**config.mk**
```make
export PLATFORM = sky130hd
export DESIGN_NAME = mem_port_arbiter
export DESIGN_NICKNAME = d
export VERILOG_FILES = /design/src/rtl/tenyr_mem_pkg.sv /design/src/rtl/mem_port_arbiter.sv
export SDC_FILE = /design/constraint.sdc
export NUM_CORES = 1
export LEC_CHECK = 0
export ABC_CLOCK_PERIOD_IN_PS = 3230
export CAP_MARGIN = 25
export CORE_MARGIN = 2
export CORE_UTILIZATION = 43
export CTS_CLUSTER_DIAMETER = 80
export DETAILED_ROUTE_END_ITERATION = 8
export PLACE_DENSITY = 0.86
export SLEW_MARGIN = 30
export SYNTH_ARGS = -nofsm -noshare
export SYNTH_HDL_FRONTEND = slang
export SYNTH_SLANG_ARGS = --single-unit
```
**constraint.sdc**
```tcl
create_clock -name clk -period 3.23 [get_ports clk]
set_input_delay 0.646 -clock clk [delete_from_list [all_inputs] [get_ports clk]]
set_output_delay 0.646 -clock clk [all_outputs]
set_load 0.02 [all_outputs]
```
**src/rtl/tenyr_mem_pkg.sv**
```systemverilog
// Shared types and default widths for the tenyr memory-port arbiter.
package tenyr_mem_pkg;

    localparam int DEF_ADDR_W = 24;
    localparam int DEF_DATA_W = 32;

    typedef enum logic [1:0] {
        IDLE = 2'd0,
        BUSY = 2'd1,
        DONE = 2'd2
    } arb_state_t;

    typedef enum logic {
        REQ_CORE  = 1'b0,
        REQ_DEBUG = 1'b1
    } requester_t;

endpackage

```
**src/rtl/mem_port_arbiter.sv**
```systemverilog
// Shares tenyr memory port 0 between the core operand path (C) and the debug/loader port (D),
// one transaction at a time, with core priority bounded by a starvation counter.
module mem_port_arbiter
    import tenyr_mem_pkg::*;
#(
    parameter int ADDR_W     = DEF_ADDR_W,
    parameter int DATA_W     = DEF_DATA_W,
    parameter int LATENCY    = 1,
    parameter int STARVE_MAX = 4
) (
    input  logic              clk,
    input  logic              reset_n,
    input  logic              c_req,
    input  logic              c_rw,
    input  logic [ADDR_W-1:0] c_addr,
    input  logic [DATA_W-1:0] c_wdata,
    output logic              c_gnt,
    output logic              c_done,
    output logic [DATA_W-1:0] c_rdata,
    input  logic              d_req,
    input  logic              d_rw,
    input  logic [ADDR_W-1:0] d_addr,
    input  logic [DATA_W-1:0] d_wdata,
    output logic              d_gnt,
    output logic              d_done,
    output logic [DATA_W-1:0] d_rdata,
    output logic              m_enable,
    output logic              m_rw,
    output logic [ADDR_W-1:0] m_addr,
    output logic [DATA_W-1:0] m_wdata,
    input  logic [DATA_W-1:0] m_rdata,
    output arb_state_t        arb_state
);

    localparam int LAT_W    = (LATENCY > 1) ? $clog2(LATENCY) : 1;
    localparam int STARVE_W = $clog2(STARVE_MAX + 1);

    // Handshake: a requester holds req (with rw/addr/wdata stable) until it sees gnt.
    // gnt is combinational, only in an IDLE cycle, and the request is taken at that
    // cycle's closing edge. done pulses for one cycle after the access; rdata is
    // valid from the done cycle until that requester's next read completes.

    arb_state_t           state;
    arb_state_t           state_next;
    requester_t           owner;
    logic [LAT_W-1:0]     lat_cnt;
    logic [STARVE_W-1:0]  starve_cnt;
    logic                 arb_open;
    logic                 d_force;
    logic                 lat_last;
    logic                 granted;

    always_comb begin
        state_next = state;
        arb_open   = (state == IDLE) && reset_n;
        d_force    = (starve_cnt == STARVE_W'(STARVE_MAX)) && d_req;
        c_gnt      = arb_open && c_req && !d_force;
        d_gnt      = arb_open && d_req && (d_force || !c_req);
        granted    = c_gnt || d_gnt;
        lat_last   = (lat_cnt == LAT_W'(LATENCY - 1));
        case (state)
            IDLE:    if (granted) state_next = BUSY;
            BUSY:    if (lat_last) state_next = DONE;
            DONE:    state_next = IDLE;
            default: state_next = IDLE;
        endcase
    end

    always_ff @(posedge clk or negedge reset_n) begin
        if (!reset_n) begin
            state <= IDLE;
        end else begin
            state <= state_next;
        end
    end

    // Transaction fields are captured once, at the grant edge, and held afterwards.
    always_ff @(posedge clk or negedge reset_n) begin
        if (!reset_n) begin
            owner   <= REQ_CORE;
            m_rw    <= 1'b0;
            m_addr  <= '0;
            m_wdata <= '0;
        end else if (d_gnt) begin
            owner   <= REQ_DEBUG;
            m_rw    <= d_rw;
            m_addr  <= d_addr;
            m_wdata <= d_wdata;
        end else if (c_gnt) begin
            owner   <= REQ_CORE;
            m_rw    <= c_rw;
            m_addr  <= c_addr;
            m_wdata <= c_wdata;
        end
    end

    always_ff @(posedge clk or negedge reset_n) begin
        if (!reset_n) begin
            m_enable <= 1'b0;
            lat_cnt  <= '0;
        end else if (granted) begin
            m_enable <= 1'b1;
            lat_cnt  <= '0;
        end else if (state == BUSY) begin
            if (lat_last) begin
                m_enable <= 1'b0;
            end else begin
                lat_cnt <= lat_cnt + LAT_W'(1);
            end
        end
    end

    always_ff @(posedge clk or negedge reset_n) begin
        if (!reset_n) begin
            c_rdata <= '0;
            d_rdata <= '0;
        end else if ((state == BUSY) && lat_last && !m_rw) begin
            if (owner == REQ_DEBUG) begin
                d_rdata <= m_rdata;
            end else begin
                c_rdata <= m_rdata;
            end
        end
    end

    // Counts core wins that D had to watch; reaching STARVE_MAX hands D the next slot.
    always_ff @(posedge clk or negedge reset_n) begin
        if (!reset_n) begin
            starve_cnt <= '0;
        end else if (!d_req || d_gnt) begin
            starve_cnt <= '0;
        end else if (c_gnt && (starve_cnt != STARVE_W'(STARVE_MAX))) begin
            starve_cnt <= starve_cnt + STARVE_W'(1);
        end
    end

    assign c_done    = (state == DONE) && (owner == REQ_CORE);
    assign d_done    = (state == DONE) && (owner == REQ_DEBUG);
    assign arb_state = state;

endmodule
```
==> reports/results.ini <==
[setup_path]
critPathRequiredTime_ps = 2580
worstPathArrival_ps = 2260
path_cells = clkdlybuf4s50_1 > nand3_1 > nand3_2 > inv_1 > clkdlybuf4s50_1
critPathTopFamily = buffers and inverters
cp-start-kind = input pin
cp_slowest_cell = clkdlybuf4s50_1
crit_type = in2out
critPathBufInv = 3
slowest_delay_ps = 620
end_kind = output port
timing.critical_path.mode_cell = clkdlybuf4s50_1
worst-path-max-fanout = 7

[cells_and_area]
instances_no_fill = 829
drive_gt1_frac = 0.2131
area_delta_synth_final_pct = 62.43
nFillCells = 874
num_antenna_cells = 0
final_cell_mix = clkdlybuf4s50_1 (276), dfrtp_1 (128), mux2_2 (60)
final_common_cell = clkdlybuf4s50_1
finish.net_count = 796

[pwr]
switching_power_mw = 2.514
p_int_mw = 4.964
p_comb_frac = 0.415
swShare = 0.3362
irDropWorstVdd_mv = 0.3435
power_density_nw_per_um2 = 840.5
leakagePower_nw = 3.589
power_mw = 7.478
clkPwrFrac = 0.246
pwr-share-seq = 0.339

[logic_synthesis]
synth_area_sq_um = 5478
avgSynthCellArea_sq_um = 14.80
ys_ff_latch = 128
synth_edf_count = 0
ys_async_sr_fraction = 1.000
synth_fp_nets = 522
ys.warnings.count = 0
ys_seq_area_frac = 0.5847
synth_flop_cell = dfrtp_1
netlist_instances = 370
yosysUniqueCellTypes = 32

[clock_network]
cts_setup_buffers = 0
hold_buffers = 0
cts_root_buf = clkbuf_16
cts_buffers = 17
tritoncts = yes
cts_resized = 0
h-tree-depth = 4
cts_num_sinks = 128
clk_latency_ps = 400
clk_pin_slew_ps = 60
max-clock-path-buffers = 2

[global_route]
grt.total_usage = 0.2383
grt_pass1_vias = 4634
grt_pass1_wl_um = 24650
grt_overflow_total = 0
antenna_found_initial = 0
grt_start_max_net_pins = 82

[routing]
vias = 4466
drt-pass1-iter-count = 4
post_drt_via_cell_ratio = 5.387
drc = 0
ant_nets = 0
drt_wl_total_um = 16790
wire_per_inst_um = 20.25
first_iter_violations = 277

[timing]
postLayoutSetupSlackWorst_ps = 326.3
skew_ps = 8.450
rsz0062_at_grt = false
min_period_ps = 2904
timing.fmax_mhz = 344.4
tightest_slew_ps = 720.3
finalHoldViolCount = 0
setup_viol = 0
slew_violations = 0
post-route-period-util = 0.8990
worst_hold_slack_ps = 370.0
setup_tns_ps = 0
relSlewSlack = 0.5198

[place]
placed_cells = 797
post-dp-hpwl_um = 12010
gp_congestion = 0.7941
port-buffer-count = 277
pre_cts_ws_ps = 356.1

[floorplanning]
core_area_sq_um = 12520
rows = 41
design.die.area_sq_um = 13660
die_y_um = 116.9
dieWidth_um = 116.9
initial_utilization = 0.4376
io_pins = 278

[hold_path]
hp-class = in2async

[run_status]
outcome = complete, no violations

[flow_run]
drv_cap = 0

==> state kept, by name, indices dropped and copies added, names as in the netlist <==
register	cells
d_rdata	32
m_rw	1
m_wdata	32
arb_state	2
m_enable	1
m_addr	24
starve_cnt	3
owner	1
c_rdata	32
==> layout make-up <==
type	count	area (sq um)	area share
Sequential cell	128	3203	0.3600
Timing Repair Buffer	286	2854	0.3208
Multi-Input combinational cell	206	2032	0.2284
Clock buffer	18	429.2	0.04824
Tap cell	172	215.2	0.02419
Clock inverter	14	145.1	0.01631
Inverter	5	18.77	0.002109
==> through the flow <==
stage	instance area (sq um)	utilization
floorplan	5478	-
global placement	8319	0.6646
detailed placement	8319	0.6646
CTS	8894	0.7105
global route	8897	0.7108
finish	8897	0.7108
==> cell families (layout without fill, tap and decap cells) <==
family,after synthesis,after routing,share of synthesized area
DFF,128,128,0.5847
AOI/OAI and AO/OA,121,121,0.2044
muxes,64,64,0.1316
buffers and inverters,36,323,0.04568
and+or+nand+nor,19,19,0.02901
adders and majority gates,2,2,0.004568
==> synthesized netlist by cell type, types with 2 or more instances <==
library cell  instances  area share
buf_1                 2      0.0014
buf_2                 5      0.0046
nor2_1                4      0.0027
mux2_1                4      0.0082
buf_4                 3      0.0041
dfrtp_1             128        0.58
o221a_2              30       0.062
o221a_1              27       0.056
buf_6                13       0.027
ha_1                  2      0.0046
nand3_2               2      0.0037
o21bai_1             57       0.078
clkbuf_1              8      0.0055
inv_1                 5      0.0034
a21boi_0              2      0.0027
nor3b_4               2      0.0069
nor3b_1               2      0.0027
mux2_2               60        0.12
==> routing by layer <==
layer	vias to the layer above	routed length, um	track usage
met5	-	0	0
met4	0	323	0.07843
met3	25	1424	0.06540
met2	223	8827	0.4177
met1	2240	6214	0.2852
li1	1978	-	-
==> power groups by stage <==
stage | registers [mW] | clock network [mW] | logic (mW)
6_report | 2.53 | 1.84 | 3.10
5_1_grt | 2.60 | 1.95 | 3.27
4_1_cts | 2.54 | 1.87 | 3.13
3_5_place_dp | 2.55 | 0 | 3.12
3_3_place_gp | 2.51 | 0 | 3.04
2_1_floorplan | 3.23 | 0 | 0.770
==> final timing paths <==
path | from | endpoint | slack, ps | cells after the start
setup / recovery | d_req | c_gnt | 330 | 5
hold / removal | reset_n | m_wdata[27]$_DFFE_PN0P_ | 370 | 2
setup reg to reg | arb_state[1]$_DFFE_PN0P_ | m_addr[17]$_DFFE_PN0P_ | 1170 | 4
hold reg to reg | d_rdata[16]$_DFFE_PN0P_ | d_rdata[16]$_DFFE_PN0P_ | 480 | 1
max in group asynchronous | reset_n | c_rdata[5]$_DFFE_PN0P_ | 1720 | 3
min in group clk | d_rdata[16]$_DFFE_PN0P_ | d_rdata[16]$_DFFE_PN0P_ | 480 | 1
No activity file was read; power rests on OpenSTA's default activity.
